**config.mk**
```make
export PLATFORM = sky130hd
export DESIGN_NAME = paddle_controller_flat
export DESIGN_NICKNAME = d
export VERILOG_FILES = /design/src/rtl/paddle_controller_pkg.sv /design/src/rtl/paddle_controller_if.sv /design/src/rtl/paddle_controller_sync.sv /design/src/rtl/paddle_controller.sv /design/src/flat_wrapper.sv
export SDC_FILE = /design/constraint.sdc
export NUM_CORES = 1
export LEC_CHECK = 0
export CAP_MARGIN = 15
export CELL_PAD_IN_SITES_DETAIL_PLACEMENT = 1
export CELL_PAD_IN_SITES_GLOBAL_PLACEMENT = 1
export CORE_UTILIZATION = 42
export CTS_CLUSTER_SIZE = 8
export DETAILED_ROUTE_END_ITERATION = 10
export HOLD_SLACK_MARGIN = 0.15
export PLACE_DENSITY_LB_ADDON = 0.1
export SYNTH_ARGS = -nofsm -noshare
export SYNTH_HDL_FRONTEND = slang
export SYNTH_SLANG_ARGS = --single-unit
```
**constraint.sdc**
```tcl
create_clock -name clk -period 3.75 [get_ports clk]
set_input_delay 0.5625 -clock clk [delete_from_list [all_inputs] [get_ports clk]]
set_output_delay 0.5625 -clock clk [all_outputs]
set_load 0.03 [all_outputs]
```
**src/rtl/paddle_controller_pkg.sv**
```systemverilog
// Shared types and constants for the paddle position controller.
// Default geometry matches a 640-wide screen with a 64-pixel bar sprite.
package paddle_controller_pkg;

    typedef enum logic [1:0] {
        IDLE = 2'd0,
        EVAL = 2'd1,
        STEP = 2'd2
    } state_t;

    typedef enum logic [1:0] {
        NONE  = 2'd0,
        LEFT  = 2'd1,
        RIGHT = 2'd2
    } dir_t;

    localparam int SCREEN_W_DEF     = 640;
    localparam int PADDLE_W_DEF     = 64;
    localparam int PADDLE_Y_DEF     = 440;
    localparam int MIN_SPEED_DEF    = 2;
    localparam int MAX_SPEED_DEF    = 8;
    localparam int ACCEL_FRAMES_DEF = 4;

    localparam int MAX_X  = SCREEN_W_DEF - PADDLE_W_DEF;
    localparam int CENTER = MAX_X / 2;

    // Saturate a signed candidate position into 0..max_x.
    function automatic logic [9:0] clamp_x(input logic signed [10:0] nx,
                                           input logic [9:0]        max_x);
        if (nx[10]) begin
            return '0;
        end
        if (nx > $signed({1'b0, max_x})) begin
            return max_x;
        end
        return nx[9:0];
    endfunction

endpackage

```
**src/rtl/paddle_controller_if.sv**
```systemverilog
// Button/frame inputs and paddle position outputs of one paddle controller.
// master is the controller side, slave is the pins/sprite side.
interface paddle_controller_if;

    logic       vsync;
    logic       btn_left;
    logic       btn_right;
    logic       enable;
    logic       center;
    logic [9:0] paddle_x;
    logic [9:0] paddle_y;
    logic [3:0] speed;
    logic       at_left;
    logic       at_right;
    logic       frame_done;

    modport master (
        input  vsync, btn_left, btn_right, enable, center,
        output paddle_x, paddle_y, speed, at_left, at_right, frame_done
    );

    modport slave (
        output vsync, btn_left, btn_right, enable, center,
        input  paddle_x, paddle_y, speed, at_left, at_right, frame_done
    );

endinterface

```
**src/rtl/paddle_controller_sync.sv**
```systemverilog
// Two-flop synchronizer for an asynchronous pin, with an optional registered
// one-cycle pulse on the synchronized falling edge.
module input_sync #(
    parameter bit EDGE_EN = 1'b0
) (
    input  logic clk,
    input  logic reset,
    input  logic din,
    output logic dout,
    output logic fall
);

    logic meta_reg;
    logic sync_reg;

    always_ff @(posedge clk or negedge reset) begin
        if (!reset) begin
            meta_reg <= 1'b0;
            sync_reg <= 1'b0;
        end else begin
            meta_reg <= din;
            sync_reg <= meta_reg;
        end
    end

    assign dout = sync_reg;

    generate
        if (EDGE_EN) begin : g_edge
            logic prev_reg;
            logic fall_reg;

            always_ff @(posedge clk or negedge reset) begin
                if (!reset) begin
                    prev_reg <= 1'b0;
                    fall_reg <= 1'b0;
                end else begin
                    prev_reg <= sync_reg;
                    fall_reg <= prev_reg & ~sync_reg;
                end
            end

            assign fall = fall_reg;
        end else begin : g_no_edge
            assign fall = 1'b0;
        end
    endgenerate

endmodule

```
**src/rtl/paddle_controller.sv**
```systemverilog
// Per-frame paddle position controller: synchronizes vsync and buttons, ramps
// speed while a button is held and commits a clamped position once per frame.
module paddle_controller
    import paddle_controller_pkg::*;
#(
    parameter int SCREEN_W     = SCREEN_W_DEF,
    parameter int PADDLE_W     = PADDLE_W_DEF,
    parameter int PADDLE_Y     = PADDLE_Y_DEF,
    parameter int MIN_SPEED    = MIN_SPEED_DEF,
    parameter int MAX_SPEED    = MAX_SPEED_DEF,
    parameter int ACCEL_FRAMES = ACCEL_FRAMES_DEF
) (
    input logic                 clk,
    input logic                 reset,
    paddle_controller_if.master pif
);

    localparam logic [9:0] MAX_X_C      = 10'(SCREEN_W - PADDLE_W);
    localparam logic [9:0] CENTER_C     = 10'((SCREEN_W - PADDLE_W) / 2);
    localparam logic [9:0] PADDLE_Y_C   = 10'(PADDLE_Y);
    localparam logic [3:0] MIN_SPEED_C  = 4'(MIN_SPEED);
    localparam logic [3:0] MAX_SPEED_C  = 4'(MAX_SPEED);
    localparam logic [7:0] ACCEL_LAST_C = 8'(ACCEL_FRAMES - 1);

    logic       vsync_tick;
    logic       vsync_level_unused;
    logic [1:0] btn_raw;
    logic [1:0] btn_sync;
    logic [1:0] btn_fall_unused;

    // Bit 0 is the left button, bit 1 the right button.
    assign btn_raw = {pif.btn_right, pif.btn_left};

    input_sync #(.EDGE_EN(1'b1)) u_vsync_sync (
        .clk  (clk),
        .reset(reset),
        .din  (pif.vsync),
        .dout (vsync_level_unused),
        .fall (vsync_tick)
    );

    genvar gi;
    generate
        for (gi = 0; gi < 2; gi++) begin : g_btn_sync
            input_sync #(.EDGE_EN(1'b0)) u_btn_sync (
                .clk  (clk),
                .reset(reset),
                .din  (btn_raw[gi]),
                .dout (btn_sync[gi]),
                .fall (btn_fall_unused[gi])
            );
        end
    endgenerate

    state_t state_reg, state_next;

    always_ff @(posedge clk or negedge reset) begin
        if (!reset) begin
            state_reg <= IDLE;
        end else begin
            state_reg <= state_next;
        end
    end

    // Ticks arriving outside IDLE are dropped: one update per frame.
    always_comb begin
        state_next = state_reg;
        case (state_reg)
            IDLE:    if (vsync_tick) state_next = EVAL;
            EVAL:    state_next = STEP;
            STEP:    state_next = IDLE;
            default: state_next = IDLE;
        endcase
    end

    logic frame_done_c;

    always_comb begin
        frame_done_c = 1'b0;
        if (state_reg == STEP) begin
            frame_done_c = 1'b1;
        end
    end

    logic [3:0] speed_reg, speed_next;
    logic [7:0] count_reg, count_next;
    dir_t       dir_reg, dir_next;
    logic       center_reg, center_next;
    logic [9:0] x_reg, x_next;
    logic       at_left_reg, at_left_next;
    logic       at_right_reg, at_right_next;

    always_ff @(posedge clk or negedge reset) begin
        if (!reset) begin
            speed_reg    <= '0;
            count_reg    <= '0;
            dir_reg      <= NONE;
            center_reg   <= 1'b0;
            x_reg        <= CENTER_C;
            at_left_reg  <= 1'b0;
            at_right_reg <= 1'b0;
        end else begin
            speed_reg    <= speed_next;
            count_reg    <= count_next;
            dir_reg      <= dir_next;
            center_reg   <= center_next;
            x_reg        <= x_next;
            at_left_reg  <= at_left_next;
            at_right_reg <= at_right_next;
        end
    end

    logic signed [10:0] step_nx;

    always_comb begin
        step_nx = $signed({1'b0, x_reg});
        case (dir_reg)
            LEFT:    step_nx = $signed({1'b0, x_reg}) - $signed({7'd0, speed_reg});
            RIGHT:   step_nx = $signed({1'b0, x_reg}) + $signed({7'd0, speed_reg});
            default: step_nx = $signed({1'b0, x_reg});
        endcase
    end

    dir_t want_dir;

    always_comb begin
        speed_next    = speed_reg;
        count_next    = count_reg;
        dir_next      = dir_reg;
        center_next   = center_reg;
        x_next        = x_reg;
        at_left_next  = at_left_reg;
        at_right_next = at_right_reg;
        want_dir      = NONE;

        if (state_reg == EVAL) begin
            center_next = pif.center;
            // center and !enable both collapse to "no direction wanted".
            if (pif.enable && !pif.center && (btn_sync[0] ^ btn_sync[1])) begin
                want_dir = btn_sync[0] ? LEFT : RIGHT;
            end

            if (want_dir == NONE) begin
                speed_next = '0;
                count_next = '0;
                dir_next   = NONE;
            end else if (dir_reg != want_dir) begin
                dir_next   = want_dir;
                speed_next = MIN_SPEED_C;
                count_next = '0;
            end else if (count_reg == ACCEL_LAST_C) begin
                count_next = '0;
                speed_next = (speed_reg >= MAX_SPEED_C) ? MAX_SPEED_C : speed_reg + 4'd1;
            end else begin
                count_next = count_reg + 8'd1;
            end
        end

        if (state_reg == STEP) begin
            x_next        = center_reg ? CENTER_C : clamp_x(step_nx, MAX_X_C);
            at_left_next  = (x_next == 10'd0);
            at_right_next = (x_next == MAX_X_C);
        end
    end

    assign pif.paddle_x   = x_reg;
    assign pif.paddle_y   = PADDLE_Y_C;
    assign pif.speed      = speed_reg;
    assign pif.at_left    = at_left_reg;
    assign pif.at_right   = at_right_reg;
    assign pif.frame_done = frame_done_c;

endmodule

```
**src/flat_wrapper.sv**
```systemverilog
// flat-port wrapper written by rule: the top's interface ports become plain ports
module paddle_controller_flat import paddle_controller_pkg::*;
#(
    parameter int SCREEN_W     = SCREEN_W_DEF,
    parameter int PADDLE_W     = PADDLE_W_DEF,
    parameter int PADDLE_Y     = PADDLE_Y_DEF,
    parameter int MIN_SPEED    = MIN_SPEED_DEF,
    parameter int MAX_SPEED    = MAX_SPEED_DEF,
    parameter int ACCEL_FRAMES = ACCEL_FRAMES_DEF
)
  (clk, reset, pif_vsync, pif_btn_left, pif_btn_right, pif_enable, pif_center, pif_paddle_x, pif_paddle_y, pif_speed, pif_at_left, pif_at_right, pif_frame_done);
  paddle_controller_if pif_i ();
  input logic clk;
  input logic reset;
  input wire logic [$bits(pif_i.vsync)-1:0] pif_vsync;
  input wire logic [$bits(pif_i.btn_left)-1:0] pif_btn_left;
  input wire logic [$bits(pif_i.btn_right)-1:0] pif_btn_right;
  input wire logic [$bits(pif_i.enable)-1:0] pif_enable;
  input wire logic [$bits(pif_i.center)-1:0] pif_center;
  output wire logic [$bits(pif_i.paddle_x)-1:0] pif_paddle_x;
  output wire logic [$bits(pif_i.paddle_y)-1:0] pif_paddle_y;
  output wire logic [$bits(pif_i.speed)-1:0] pif_speed;
  output wire logic [$bits(pif_i.at_left)-1:0] pif_at_left;
  output wire logic [$bits(pif_i.at_right)-1:0] pif_at_right;
  output wire logic [$bits(pif_i.frame_done)-1:0] pif_frame_done;
  assign pif_i.vsync = pif_vsync;
  assign pif_i.btn_left = pif_btn_left;
  assign pif_i.btn_right = pif_btn_right;
  assign pif_i.enable = pif_enable;
  assign pif_i.center = pif_center;
  assign pif_paddle_x = pif_i.paddle_x;
  assign pif_paddle_y = pif_i.paddle_y;
  assign pif_speed = pif_i.speed;
  assign pif_at_left = pif_i.at_left;
  assign pif_at_right = pif_i.at_right;
  assign pif_frame_done = pif_i.frame_done;
  paddle_controller #(.SCREEN_W(SCREEN_W), .PADDLE_W(PADDLE_W), .PADDLE_Y(PADDLE_Y), .MIN_SPEED(MIN_SPEED), .MAX_SPEED(MAX_SPEED), .ACCEL_FRAMES(ACCEL_FRAMES)) u_core (.clk(clk), .reset(reset), .pif(pif_i));
endmodule
```
# Word-level counts from Yosys, hierarchy flattened
# Cells that the tools add are included.
[totals]
regBits = 37
out_inout_bits = 27
input_bits = 7
wordCells = 70
[classes]
bitwise = 3
add_sub_neg = 4
reduce_logical = 10
n_mux = 27
n_eq_ne = 8
n_lt_le_gt_ge = 2
[ops]
columns = ["op", "count"]
rows = [
  ["two-way mux 10 bit", 6],
  ["two-way mux 8 bit", 3],
  ["one-hot mux 11 bit (2 select lines)", 1],
  ["two-way mux 4 bit", 4],
  ["two-way mux 2 bit", 6],
  ["adder 10 x 4 -> 11 bit", 1],
  ["greater-than comparator 11 bit, second input constant", 1],
  ["subtractor 10 x 4 -> 11 bit", 1],
  ["== test 10 bit, second input constant", 1],
  ["logical NOT 10 bit", 1],
  ["adder 8 x 1 -> 8 bit, second input constant", 1],
  ["== test 8 x 2 -> 1 bit, second input constant", 1],
  ["two-way mux 1 bit", 6],
  ["adder 4 x 1 -> 4 bit, second input constant", 1],
  ["== test 2 x 1 -> 1 bit, second input constant", 2],
  ["== test 2 bit, second input constant", 2],
  ["greater-or-equal comparator 4 bit, second input constant", 1],
  ["logical NOT 2 bit", 2],
  ["one-hot mux 2 bit (2 select lines)", 1],
  ["AND reduction 2 bit", 2],
  ["nonzero test 3 bit", 1],
  ["logical AND 1 bit", 2],
  ["!= test 2 bit", 1],
  ["!= test 2 bit, second input constant", 1],
  ["5 further kinds", 5],
]

# Longest topological paths before layout
# Gate-level depths: netlist (run 1).
[logic_depth]
ltp_word = 11
depth_mapped = 14
mapped_depth_nobuf = 13

# Hierarchy
# Synthesis (run 1) repeated with hierarchy kept, for this count alone.
[hier_totals]
hier_cells = 252
area_unflattened_um2 = 2364.8
[modules_own_cells]
columns = ["mod", "instances", "cells_per_inst", "area_per_inst_um2", "seq_area_each_um2"]
rows = [
  ["paddle_controller", 1, 239, 2128.3, 728.2],
  ["input_sync (u_core.g_btn_sync[0].u_btn_sync ...)", 2, 4, 61.3, 50.0],
  ["input_sync (u_core.u_vsync_sync)", 1, 5, 113.9, 100.1],
]

# Worst setup path before layout (run 1)
# No wires, ideal clock.
[synth_timing]
path_type = "register to register"
from = "register u_core.speed_reg[2], in the netlist u_core.pif.speed[2]"
to = "register u_core.x_reg[1], in the netlist u_core.pif.paddle_x[1]"
required_time_ns = 3.629
synth_period_minus_slack_ns = 3.367
arrival_ns = 3.246
setup_ns = 0.121
slack_ns = 0.383
path_stages_with_launch = 14
cell_sequence = "dfrtp_1 nor3_1 ha_1 mux2_2 ha_1 a21oi_1 a21oi_1 o31a_1 o31ai_1 o31a_1 o21ai_1 and4_4 buf_6 a22o_1"
[synth_via]
elab_chain_len = 10
word_cells_on_any_way = 14
classes_between = "add/sub: 2; order compare: 1; mux: 11"
[synth_rtl]
columns = ["item", "line", "rtl"]
rows = [
  ["start: declaration", "paddle_controller.sv:85", "logic [3:0] speed_reg, speed_next;"],
  ["start signal: assignment", "paddle_controller.sv:103", "speed_reg <= speed_next;"],
  ["adder 10 x 4 -> 11 bit / subtractor 10 x 4 -> 11 bit (equally long branches)", "paddle_controller.sv:119, paddle_controller.sv:118", ""],
  ["one-hot mux 11 bit (2 select lines) (*)", "paddle_controller.sv:117", "case (dir_reg)"],
  ["greater-than comparator 11 bit", "paddle_controller_pkg.sv:33", "if (nx > $signed({1'b0, max_x})) begin"],
  ["two-way mux 1 bit (2 in series)", "paddle_controller_pkg.sv:33", ""],
  ["two-way mux 1 bit", "paddle_controller.sv:159", "if (state_reg == STEP) begin"],
  ["two-way mux 10 bit", "paddle_controller_pkg.sv:36", "return nx[9:0];"],
  ["two-way mux 10 bit (*)", "paddle_controller_pkg.sv:33", ""],
  ["two-way mux 10 bit (*)", "paddle_controller.sv:159", ""],
  ["two-way mux 10 bit (*)", "paddle_controller.sv:160", "x_next = center_reg ? CENTER_C : clamp_x(step_nx, MAX_X_C);"],
  ["end signal: assignment", "paddle_controller.sv:107", "x_reg <= x_next;"],
  ["end: declaration", "paddle_controller.sv:89", "logic [9:0] x_reg, x_next;"],
]
# Mark *: on every way between the ends. The rest lies on a longest branch, timed or not. The select of a mux whose other input is x is not followed.
# A chain may end at the register's enable or synchronous reset.

# Final worst setup path (run 1)
[layout_timing]
from = "register u_core.speed_reg[0], in the netlist u_core.pif.speed[0]"
to = "register u_core.x_reg[0], in the netlist u_core.pif.paddle_x[0]"
# Same word-level chain as after synthesis.

==> run_results.csv, run 1 <==
group,metric,value,unit
logic_synthesis,syn-instance-count,242,
setup_path,max_stage_delay,460,ps
cells_and_area,num_antenna_cells,0,
clocking,cts_max_level,2,
logic_synthesis,synth-compound-area-share,0.2197,
setup_path,path_buf_inv,1,
timing,hold_viol_final,0,
route,drt_iter0_markers,51,
min_path,hp-class,"flop to flop",
route,vias,1831,
logic_synthesis,synth-main-ff-cell,"dfrtp_1",
setup_path,r2r_slack,270,ps
route,viasPerCell,5.482,
pwr,p_sw,543.3,uW
grt,grt_pass1_vias,1816,
setup_path,worstPathArrival,3710,ps
timing,hold_slack,352.2,ps
logic_synthesis,synth_xor_area_frac,0.04146,
logic_synthesis,synth_cell_type_count,55,
route,wirelength,5307,um
logic_synthesis,async_flop_share,1.000,
pwr,swShare,0.3842,
timing,grt_setup_unrepaired,"false",
timing,period_minus_slack,3482,ps
setup_path,crit_top_cell,"ha_1",
setup_path,path_cells,"inv_1 -> ha_1 -> mux2_2 -> ha_1 -> a211oi_2 -> nor2_1 -> xor2_1 -> o41a_1 -> o31a_1 -> o21a_1 -> o31ai_4 -> a22o_1",
route,drc,0,
setup_path,path_max_fanout,6,
pwr,ir_drop,361.6,uV
logic_synthesis,synth.avg_cell_area,9.601,um2
timing,fin_ws,267.9,ps
pwr,p_leak,1.237,nW
placed_design,hpwlAfterDp,4148,um
timing,slew_headroom,0.4592,
timing,post-route-period-util,0.9286,
cells_and_area,final_common_cell,"dfrtp_1",
setup_path,required,3970,ps
logic_synthesis,yosys.area_share.simple,0.1583,
timing,fmax,0.2872,GHz
setup_path,crit_slowest_cell,"dfrtp_1",
placed_design,dp_slack,183.5,ps
placed_design,placed_cells,326,
route,detail_route.wl_per_cell,15.89,um
timing,tightest_slew,811.2,ps
pwr,p_per_area,527.1,nW/um2
die,die_area,5834,um2
cells_and_area,register_area,928.4,um2
placed_design,gp_congestion,0.7612,
clocking,cts_tree,"yes",
clocking,clkTransAtPathRegs,70,ps
clocking,clk_latency,290,ps
die,die_h,76.38,um
route,dr.pass1.iters,4,
run,maxCapViolations,0,
pwr,p_clk_frac,0.244,
placed_design,port_buffers,23,
logic_synthesis,syn_area,2323,um2
timing,finalSetupViolations,0,
placed_design,placed_cell_area,2557,um2
logic_synthesis,synthMuxAreaShare,0.01831,
clocking,clock_path_buffers,2,
die,io_pins,34,
pwr,pwr-share-seq,0.350,
cells_and_area,fin_cells,334,
cells_and_area,multiInputGateArea,1285,um2
grt,grt_pass1_wl,9239,um
cells_and_area,utilization,0.5154,
logic_synthesis,synth_edf_count,0,
pwr,p_total,1.414,mW
setup_path,critPathKind,"flop to flop",
grt,antenna_found_initial,0,
logic_synthesis,ys_warn_count,0,
logic_synthesis,synth_top_family_by_area,"compound AO/OA/AOI/OAI gates",
logic_synthesis,seq_area_frac_synth,0.3996,
clocking,cts-root-buf,"clkbuf_8",
cells_and_area,finalNetCount,287,
logic_synthesis,synth_fa_ha_area_frac,0.09478,
cells_and_area,area_growth,15.45,%
cells_and_area,layout_common_cells,"dfrtp_1, nand2_1, clkdlybuf4s50_1, ha_1, nor2_1",
cells_and_area,drive_gt1_frac,0.08333,
logic_synthesis,synth_seq_cells,37,
clocking,cts-buffers-inserted,5,
cells_and_area,largest_register_ffs,10,
clocking,cts.sinks,37,
die,fp-row-count,26,
cells_and_area,post-route-cell-area,2683,um2
cells_and_area,nFillCells,612,
grt,grt_max_degree,38,
timing,fin_setup_tns,0,ps
die,core,5205,um2
setup_path,cp-end-kind,"flop",
timing,slew_viol_final,0,
grt,grt_util_all_layers,0.2005,
setup_path,crit_family,"compound AO/OA/AOI/OAI gates",
grt,grt_overflow,0,
timing,skew,4.713,ps
die,initial_utilization,0.4464,
route,ant_nets,0,
outcome,run_status,"finished clean",
pwr,internal_power,870.7,uW
pwr,power_frac_comb,0.406,
die,die_w,76.38,um
setup_path,startpoint_type,"flop",
==> final timing paths <==
| check | cells past startpoint | startpoint | end |
|---|---|---|---|
| max | 12 | u_core.pif.speed[0] | u_core.pif.paddle_x[0] |
| min | 0 | u_core.g_btn_sync[0].u_btn_sync.meta_reg | u_core.g_btn_sync[0].u_btn_sync.dout |
| max reg2reg | 12 | u_core.pif.speed[0] | u_core.pif.paddle_x[0] |
| min reg2reg | 0 | u_core.g_btn_sync[0].u_btn_sync.meta_reg | u_core.g_btn_sync[0].u_btn_sync.dout |
| max in group asynchronous | 1 | reset | u_core.count_reg[6] |
| min in group asynchronous | 1 | reset | u_core.u_vsync_sync.meta_reg |
==> worst reg2reg max path, delay by kind of cell, from the launching register on <==
kind / cells / cell delay [ps]
AO/OA/AOI/OAI: 6 / 1680
XOR/XNOR: 1 / 170
adder cells (fa/ha/maj): 2 / 620
buffers and inverters: 1 / 110
flip-flops: 1 / 460
multiplexers: 1 / 290
AND/OR/NAND/NOR: 1 / 100
==> cell usage after synthesis, drive strengths merged (4+ instances only) <==
cell type	count	share of area
o31ai	7	0.029
clkbuf	4	0.0065
buf	14	0.044
o31a	4	0.015
ha	16	0.086
nand2b	6	0.016
dfrtp	35	0.38
xnor2	4	0.015
inv	8	0.013
a21oi	10	0.022
nand2	29	0.047
nand3	6	0.013
nor2	15	0.024
xor2	7	0.026
o21ai	16	0.039
nor3	4	0.0086
a22o	8	0.030
==> per-layer routing <==
metal / wire length (um) / track usage / up-vias
met5: 0 / 0 / -
met4: 71 / 0.06731 / 0
met3: 102 / 0.03593 / 7
met1: 2650 / 0.2858 / 904
met2: 2482 / 0.3063 / 23
li1: - / - / 897
==> logic make-up after synthesis <==
family / count (synthesis)
AOI/OAI and AO/OA: 67
muxes: 4
xor gates and xnor gates: 11
DFF: 37
and+or+nand+nor: 77
other: 2
buffers and inverters: 27
adders and majority gates: 17
==> layout make-up <==
| type | count | share of cell area |
|---|---|---|
| Timing Repair Buffer | 24 | 0.08675 |
| Clock buffer | 5 | 0.02565 |
| Tap cell | 70 | 0.03265 |
| Inverter | 9 | 0.01259 |
| Multi-Input combinational cell | 186 | 0.4790 |
| Sequential cell | 37 | 0.3461 |
| Clock inverter | 3 | 0.01726 |
==> power groups by stage <==
stage	Sequential, mW	Combinational, mW	Clock (mW)
final	0.495	0.574	0.345
after global routing	0.502	0.624	0.376
after CTS	0.494	0.568	0.356
after detailed placement	0.501	0.564	0
after global placement	0.502	0.558	0
after floorplan	0.553	0.349	0
==> repair_timing <==
item / CTS / global route
endpoints found under the setup margin: 0 / 6
hold buffers: 0 / 0
setup buffers: 0 / 0
resized for setup: 0 / 2
No activity file was read; power rests on OpenSTA's default activity.
==> run 2, diff against run 1 <==
Clock period 3.75 ns to 3.55 ns, I/O delays scaled along.
==> run 2 against run 1 <==
Die area is the same. Critical path depth is 1 higher. Fmax is essentially flat. Final cell count up 1.8%. Critical path type unchanged. Highest routed layer unchanged.
==> run_results.csv, run 2 (synthesis results as in run 1) <==
group,metric,value,unit
outcome,run_status,"finished clean",
pwr,internal_power,871.2,uW
route,viasPerCell,5.485,
setup_path,path_cells,"nor3_4 -> ha_1 -> mux2_4 -> ha_4 -> nand2_1 -> o31a_1 -> o21ai_1 -> a221oi_1 -> buf_4 -> o32a_1 -> o21a_2 -> o31ai_4 -> a22o_1",
setup_path,r2r_slack,70,ps
die,die_area,5834,um2
cells_and_area,largest_register_ffs,10,
placed_design,port_buffers,23,
grt,grt_pass1_vias,1892,
timing,hold_viol_final,0,
placed_design,placed_cells,329,
cells_and_area,area_growth,19.39,%
setup_path,critPathKind,"flop to flop",
placed_design,dp_slack,-66.19,ps
timing,fin_ws,67.57,ps
route,wirelength,5952,um
timing,slew_viol_final,0,
pwr,p_clk_frac,0.197,
clocking,cts-root-buf,"clkbuf_8",
timing,skew,7.637,ps
die,die_w,76.38,um
timing,tightest_slew,820.0,ps
timing,period_minus_slack,3482,ps
timing,finalSetupViolations,0,
grt,grt_overflow,0,
die,initial_utilization,0.4464,
clocking,cts_hold_buf,0,
cells_and_area,drive_gt1_frac,0.1370,
clocking,clkTransAtPathRegs,80,ps
cells_and_area,finalNetCount,293,
pwr,p_sw,598.6,uW
route,detail_route.wl_per_cell,17.51,um
cells_and_area,layout_common_cells,"dfrtp_1, nand2_1, clkdlybuf4s50_1, nor2_1, ha_1",
route,dr.pass1.iters,4,
clocking,clk_latency,290,ps
setup_path,reg2regPathDepth,13,
setup_path,required,3780,ps
clocking,cts.sinks,37,
timing,post-route-period-util,0.9810,
setup_path,max_stage_delay,460,ps
placed_design,hpwlAfterDp,4254,um
cells_and_area,utilization,0.5329,
die,core,5205,um2
pwr,swShare,0.4073,
clocking,cts-buffers-inserted,5,
setup_path,startpoint_type,"flop",
timing,hold_slack,328.1,ps
route,drc,0,
route,drt_iter0_markers,58,
timing,fmax,0.2872,GHz
die,fp-row-count,26,
placed_design,gp_congestion,0.7688,
pwr,p_leak,1.258,nW
pwr,power_frac_comb,0.443,
setup_path,crit_slowest_cell,"dfrtp_2",
clocking,clock_path_buffers,2,
cells_and_area,final_common_cell,"dfrtp_1",
timing,slew_headroom,0.4533,
route,vias,1865,
cells_and_area,num_antenna_cells,0,
cells_and_area,fin_cells,340,
setup_path,r2r-end,"u_core.pif.paddle_x[7]",
clocking,cts_max_level,2,
route,ant_nets,0,
setup_path,path_max_fanout,6,
setup_path,r2r-start,"u_core.pif.speed[1]",
grt,grt_max_degree,38,
run,maxCapViolations,0,
die,io_pins,34,
setup_path,cp-end-kind,"flop",
clocking,cts_tree,"yes",
pwr,pwr-share-seq,0.360,
die,die_h,76.38,um
min_path,hp-class,"input pin to async pin",
pwr,p_per_area,529.9,nW/um2
grt,grt_pass1_wl,9735,um
pwr,ir_drop,308.6,uV
setup_path,worstPathArrival,3710,ps
grt,grt_util_all_layers,0.2123,
grt,antenna_found_initial,0,
-- run 2: cell types whose count changed in the layout (fill, tap and decap cells not counted), moves of 2 or more --
cell,previous run,this run
buf_4,1,7
clkinv_2,0,2
dfrtp_1,35,33
dfrtp_2,0,2
ha_1,16,12
ha_4,0,4
mux2_2,2,0
mux2_4,0,2
-- run 2: cell type report --
cell class	instances	area, um2
Clock buffer	6	72.57
Inverter	9	33.78
Sequential cell	37	930.9
Multi-Input combinational cell	186	1361
Timing Repair Buffer	30	277.8
Clock inverter	2	10.01
Fill cell	597	2431
Tap cell	70	87.58
-- run 2: worst max-delay path by stage --
stage                   startpoint                      to  slack [ps]  depth (start not counted)
4_1_cts        u_core.pif.speed[1]  u_core.pif.paddle_x[7]          10                         12
3_3_place_gp   u_core.pif.speed[1]  u_core.pif.paddle_x[2]         -30                         12
3_5_place_dp   u_core.pif.speed[1]  u_core.pif.paddle_x[7]         -70                         12
2_1_floorplan  u_core.pif.speed[2]  u_core.pif.paddle_x[1]         180                         13
6_report       u_core.pif.speed[1]  u_core.pif.paddle_x[7]          70                         13
5_1_grt        u_core.pif.speed[1]  u_core.pif.paddle_x[7]         -50                         13
-- run 2: per-stage QoR --
| step | TNS [ps] | cell area (um2) | power, mW |
|---|---|---|---|
| finish | 0 | 2774 | 1.470 |
| global placement | -179.3 | 2580 | 1.124 |
| floorplan | 0 | 2354 | 0.9524 |
| CTS | 0 | 2673 | 1.432 |
| detailed placement | -282.2 | 2580 | 1.137 |
| global route | -218.9 | 2774 | 1.554 |
-- run 2: worst max-delay path: cells and delay by family, from the launching register on --
kind	cells	cell delay (ps)
AO/OA/AOI/OAI	7	1680
adder cells (fa/ha/maj)	2	540
flip-flops	1	460
multiplexers	1	310
AND/OR/NAND/NOR	2	280
buffers and inverters	1	150
-- run 2: power groups by stage --
| stage | clock, mW | sequential, mW | combinational (mW) |
|---|---|---|---|
| 6_report | 0.290 | 0.529 | 0.652 |
| 3_5_place_dp | 0 | 0.532 | 0.605 |
| 3_3_place_gp | 0 | 0.530 | 0.594 |
| 2_1_floorplan | 0 | 0.584 | 0.369 |
| 5_1_grt | 0.312 | 0.537 | 0.706 |
| 4_1_cts | 0.295 | 0.525 | 0.611 |
-- run 2: timing repair --
item,4_1_cts,5_1_grt
pin swaps,1,8
gates resized for setup,3,13
buffers inserted,0,3
endpoints found under the setup margin,6,6
-- run 2: per-layer routing --
layer | track usage | wire length, um
met4 | 0.06538 | 63
met2 | 0.3405 | 2960
met3 | 0.02515 | 118
met1 | 0.2995 | 2809
met5 | 0 | 0
